--- src/rtl/spi_pkg.sv ---
// Shared definitions for the SPI command controller: default widths,
// command-word field positions and the controller state encoding.
package spi_pkg;

    localparam int SPI_N_BITS    = 8;
    localparam int SPI_ADDR_BITS = 6;

    // Start address sits in the low bits of the command word.
    localparam int CMD_ADDR_LSB  = 0;

    // The read/write flag is always the MSB of the command word.
    function automatic int cmd_rw_bit(input int n_bits);
        return n_bits - 1;
    endfunction

    typedef enum logic [2:0] {
        ST_IDLE     = 3'd0,
        ST_CMD      = 3'd1,
        ST_WRITE    = 3'd2,
        ST_RD_FETCH = 3'd3,
        ST_RD_WAIT  = 3'd4,
        ST_RD_HOLD  = 3'd5
    } spi_state_t;

endpackage

--- src/rtl/spi_cmd_ctrl.sv ---
// SPI command controller: decodes the first byte of a frame as a
// read/write command with a start address, then streams register writes
// (MOSI bytes) or register reads (MISO bytes) with auto-incrementing
// address. Pure control; sits beside the byte shifter.
//
// Handshakes: din_valid is a one-cycle pulse per received byte. dout is
// offered while dout_valid is high; the shifter takes it by pulsing
// dout_ack, which drops dout_valid on the next edge. An ack with
// dout_valid low is an underrun. reg_rdata is valid one cycle after reg_re.
module spi_cmd_ctrl
    import spi_pkg::*;
#(
    parameter int N_BITS    = SPI_N_BITS,
    parameter int ADDR_BITS = SPI_ADDR_BITS
) (
    input  logic                 clk,
    input  logic                 rst_n,
    input  logic                 cs_n,
    input  logic [N_BITS-1:0]    din,
    input  logic                 din_valid,
    output logic [N_BITS-1:0]    dout,
    output logic                 dout_valid,
    input  logic                 dout_ack,
    output logic [ADDR_BITS-1:0] reg_addr,
    output logic [N_BITS-1:0]    reg_wdata,
    output logic                 reg_we,
    output logic                 reg_re,
    input  logic [N_BITS-1:0]    reg_rdata,
    output logic                 frame_done,
    output logic                 underrun,
    input  logic                 underrun_clr,
    output spi_state_t           dbg_state
);

    localparam int RW_BIT = cmd_rw_bit(N_BITS);

    spi_state_t          r_state;
    spi_state_t          w_state_next;
    logic                r_armed;
    logic                r_cmd_seen;
    logic [ADDR_BITS-1:0] r_addr;
    logic [N_BITS-1:0]   r_wdata;
    logic                r_we;
    logic [N_BITS-1:0]   r_dout;
    logic                r_dout_valid;
    logic                r_frame_done;
    logic                r_underrun;

    logic                w_reg_re;
    logic                w_cmd_take;
    logic                w_wr_take;
    logic                w_rd_load;
    logic                w_rd_ack;
    logic                w_ur_set;

    // State register.
    always_ff @(posedge clk or negedge rst_n) begin
        if (!rst_n) r_state <= ST_IDLE;
        else        r_state <= w_state_next;
    end

    // Next-state logic; chip select high always returns to IDLE.
    always_comb begin
        w_state_next = r_state;
        if (cs_n) begin
            w_state_next = ST_IDLE;
        end else begin
            case (r_state)
                ST_IDLE:     if (r_armed) w_state_next = ST_CMD;
                ST_CMD:      if (din_valid)
                                 w_state_next = din[RW_BIT] ? ST_RD_FETCH : ST_WRITE;
                ST_WRITE:    w_state_next = ST_WRITE;
                ST_RD_FETCH: w_state_next = ST_RD_WAIT;
                ST_RD_WAIT:  w_state_next = ST_RD_HOLD;
                ST_RD_HOLD:  if (dout_ack) w_state_next = ST_RD_FETCH;
                default:     w_state_next = ST_IDLE;
            endcase
        end
    end

    // Per-state control strobes driving the datapath registers.
    always_comb begin
        w_reg_re   = (r_state == ST_RD_FETCH);
        w_cmd_take = (r_state == ST_CMD)     && din_valid && !cs_n;
        w_wr_take  = (r_state == ST_WRITE)   && din_valid && !cs_n;
        w_rd_load  = (r_state == ST_RD_WAIT) && !cs_n;
        w_rd_ack   = (r_state == ST_RD_HOLD) && dout_ack && !cs_n;
        w_ur_set   = dout_ack && !r_dout_valid;
    end

    // Frames only start once cs_n has been seen high since reset, so a
    // reset released mid-frame does not decode the tail of that frame.
    always_ff @(posedge clk or negedge rst_n) begin
        if (!rst_n) r_armed <= 1'b0;
        else        r_armed <= r_armed | cs_n;
    end

    // Address: loaded by the command byte, bumped after each write strobe
    // and after each consumed read byte; wraps naturally at the width.
    always_ff @(posedge clk or negedge rst_n) begin
        if (!rst_n)                r_addr <= '0;
        else if (w_cmd_take)       r_addr <= din[CMD_ADDR_LSB +: ADDR_BITS];
        else if (r_we || w_rd_ack) r_addr <= r_addr + ADDR_BITS'(1);
    end

    // Register write strobe and data, one cycle per received data byte.
    always_ff @(posedge clk or negedge rst_n) begin
        if (!rst_n) begin
            r_we    <= 1'b0;
            r_wdata <= '0;
        end else begin
            r_we <= w_wr_take;
            if (w_wr_take) r_wdata <= din;
        end
    end

    // MISO byte: loaded from the register file, cleared on ack or frame end.
    always_ff @(posedge clk or negedge rst_n) begin
        if (!rst_n) begin
            r_dout       <= '0;
            r_dout_valid <= 1'b0;
        end else if (cs_n || w_rd_ack) begin
            r_dout       <= '0;
            r_dout_valid <= 1'b0;
        end else if (w_rd_load) begin
            r_dout       <= reg_rdata;
            r_dout_valid <= 1'b1;
        end
    end

    // Frame-end pulse, only for frames that delivered a command byte.
    always_ff @(posedge clk or negedge rst_n) begin
        if (!rst_n) begin
            r_cmd_seen   <= 1'b0;
            r_frame_done <= 1'b0;
        end else begin
            r_frame_done <= cs_n && r_cmd_seen;
            if (cs_n)            r_cmd_seen <= 1'b0;
            else if (w_cmd_take) r_cmd_seen <= 1'b1;
        end
    end

    // Sticky underrun; a new underrun wins over a simultaneous clear.
    always_ff @(posedge clk or negedge rst_n) begin
        if (!rst_n) r_underrun <= 1'b0;
        else        r_underrun <= w_ur_set | (r_underrun & ~underrun_clr);
    end

    assign dout       = r_dout;
    assign dout_valid = r_dout_valid;
    assign reg_addr   = r_addr;
    assign reg_wdata  = r_wdata;
    assign reg_we     = r_we;
    assign reg_re     = w_reg_re;
    assign frame_done = r_frame_done;
    assign underrun   = r_underrun;
    assign dbg_state  = r_state;

endmodule
--- config.mk ---
export PLATFORM = sky130hd
export DESIGN_NAME = spi_cmd_ctrl
export DESIGN_NICKNAME = d
export VERILOG_FILES = /design/src/rtl/spi_pkg.sv /design/src/rtl/spi_cmd_ctrl.sv
export SDC_FILE = /design/constraint.sdc
export NUM_CORES = 1
export LEC_CHECK = 0
export BUFFER_PORTS_ARGS = -buffer_cell sky130_fd_sc_hd__buf_4
export CORE_ASPECT_RATIO = 0.8
export CORE_UTILIZATION = 45
export CTS_BUF_LIST = sky130_fd_sc_hd__clkbuf_4 sky130_fd_sc_hd__clkbuf_8
export DETAILED_ROUTE_END_ITERATION = 6
export GPL_TIMING_DRIVEN = 0
export PLACE_DENSITY = 0.77
export REMOVE_ABC_BUFFERS = 1
export SKIP_CTS_REPAIR_TIMING = 1
export SLEW_MARGIN = 30
export SYNTH_ARGS = -nofsm -noshare
export SYNTH_HDL_FRONTEND = slang
export SYNTH_SLANG_ARGS = --single-unit
--- constraint.sdc ---
create_clock -name clk -period 1.3 [get_ports clk]
set_input_delay 0.26 -clock clk [delete_from_list [all_inputs] [get_ports clk]]
set_output_delay 0.26 -clock clk [all_outputs]
set_load 0.02 [all_outputs]
==> metrics.yaml <==
p_leak_nw: 1.01
synth.avg_cell_area_um2: 11.5
critical_path_buf_inv_count: 2
setup.worst_path.end_class: "primary output"
wl_per_cell_um: 17.5
synth_cell_types: 32
hold_viol: 0
finalSetupViolations: 27
start_util_pct: 48.7
post-route-min-period_ns: 1.50
multiInputGateArea_um2: 647
routed_wl_um: 3890
synth-edff-count: 0
cp.arrival_ns: 1.24
ant_nets: 0
grt_max_degree: 32
finalSetupTns_ns: -2.08
vias: 1257
seq_area_frac_synth_pct: 56.4
clockBufferDepth: 2
dp_slack_ns: -0.296
drv_slew: 0
grt_pass1_vias: 1121
rsz0062_at_grt: "yes"
maxCapViolations: 0
max_freq_ghz: 0.669
grt_pass1_wl_um: 5230
dp_cells: 204
route.detailed.drc: 0
cts-buffers-inserted: 5
h-tree-depth: 2
violations: "negative setup slack"
insertion_delay_ns: 0.29
grt-ovfl-total: 0
io_buffers: 51
cts_tree: "built"
p_seq_share_pct: 40.4
ys_async_sr_fraction_pct: 100
cts_sinks: 31
rows: 17
startpoint: "dbg_state[0]"
syn_area_um2: 1380
cp.required_ns: 1.04
finClkSkew_ns: 0.0108
area_growth_pct: 50.6
ys_ff_latch: 31
critPathLaunchType: "flip-flop"
path_cells: "inv_2 -> nor3b_2 -> buf_4"
layoutNonFillerInstCount: 222
ir_drop_mv: 0.944
min_period_over_period_pct: 115
placed_area_um2: 1780
worstMarginPinSlew_ns: 0.392
antennaDiodeCount: 0
cts.clk_slew.worst_paths_ns: 0.07
cts_root_buf: "clkbuf_8"
critPathTopFamily: "flip-flops"
status: "complete, but fails checks"
worstSetupPathType: "flip-flop to primary output"
gr-usage-all-layers_pct: 21.8
fillers: 194
ios: 52
antenna_found_initial: 0
synth_ff_type: "dfrtp_1"
postSynthCellCount: 120
core-area_um2: 2830
cellPowerDensity_nw_per_um2: 1540
die_x_um: 63.8
drive_above_1_share_pct: 52.7
vias_per_cell: 5.66
die-area_um2: 3290
hold_path.startpoint: "underrun_clr"
firstDrtPassIters: 4
hold_path.class: "input port to flip-flop"
regArea_um2: 782
p_int_mw: 2.20
total_power_mw: 3.20
rr_startpoint: "dbg_state[2]"
initialDrtViolationCount: 69
fin_hold_ws_ns: 0.153
ys_warn_count: 0
hpwl_um: 2370
place.gp.congestion: 0.777
finalInstanceArea_um2: 2070
slew-limit-headroom_pct: 73.8
nets: 206
crit_fanout: 6
slowest_stage: "dfrtp_2"
p_sw_uw: 998
max_stage_delay_ns: 0.43
clock_power_share_pct: 30.6
combPwrFrac_pct: 29.0
timing.final.ws_setup_ns: -0.195
p_sw_share_pct: 31.2
die_h_um: 51.5
fin_util_pct: 73.3
==> cells in the final DEF (no fill, tap or decap), drive strengths merged, types with 2 or more instances in the layout <==
cell	netlist	layout
buf	2	59
dfrtp	31	31
nor2	10	10
mux2	9	9
a22o	8	8
a21oi	7	7
nand2	6	7
clkbuf	3	6
nand4	5	5
inv	5	5
o21ai	4	4
mux2i	3	3
nor3b	3	3
nor2b	3	3
a22oi	3	3
and2	2	2
xnor2	2	2
a31oi	2	2
==> routing by layer <==
layer  global-route usage, %  vias to the layer above  share of wire, %
li1                        -                      555                 -
met1                    26.5                      639                40
met2                    35.5                       54                53
met3                    5.58                        9               5.8
met4                    12.1                        0               1.8
met5                       0                        -                 0
==> synth_stat cells, drive strengths merged (2+ instances only) <==
library cell	n	area [µm²]
nor2	10	37.5
o21ai	4	20.0
a21oi	7	35.0
nand2	6	22.5
and2	2	12.5
xnor2	2	17.5
nor3b	3	32.5
nand4	5	31.3
a31oi	2	12.5
dfrtp	31	776
a22oi	3	22.5
clkbuf	3	12.5
buf	2	10.0
a22o	8	70.1
inv	5	18.8
mux2	9	101
mux2i	3	30.0
nor2b	3	18.8
==> cell families (layout without fill, tap and decap cells) <==
logic type	count (synthesis)	count (layout)	synth area share, %
compound gates	27	27	13.3
xor+xnor	3	3	1.91
fa+ha+maj	1	1	0.909
buf+inv	10	73	3.00
flops	31	31	56.4
mux	12	12	9.55
simple gates	36	37	15.0
==> worst paths after layout <==
kind | to | slack, ns | depth (start not counted)
max in group asynchronous | dbg_state[2] | 0.54 | 2
min reg2reg | frame_done | 0.50 | 1
max reg2reg | reg_addr[1] | -0.19 | 5
min in group asynchronous | reg_wdata[0] | 0.44 | 2
min | underrun | 0.15 | 2
max | reg_re | -0.20 | 3
==> sequential cells by signal, summed over array words and instances (netlist names) <==
name	cells
dout	8
reg_wdata	8
reg_addr	6
dbg_state	3
dout_valid	1
frame_done	1
r_armed	1
r_cmd_seen	1
reg_we	1
underrun	1
==> power by group through the flow <==
stage	Sequential [mW]	Clock, mW	Combinational [mW]
final	1.29	0.978	0.927
after detailed placement	1.29	0	0.834
after floorplan	1.45	0	0.261
after global routing	1.31	1.03	0.994
after CTS	1.27	0.990	0.837
after global placement	1.28	0	0.804
==> final cells by class <==
cell class	count	area share, %
flip-flops and latches	31	37.7
multi-input cells	80	31.2
repair buffers	60	22.2
clock buffers	6	3.98
well taps	38	2.29
clock inverters	2	1.69
inverters	5	0.905
Note: power is estimated with default switching activity, not from simulation.
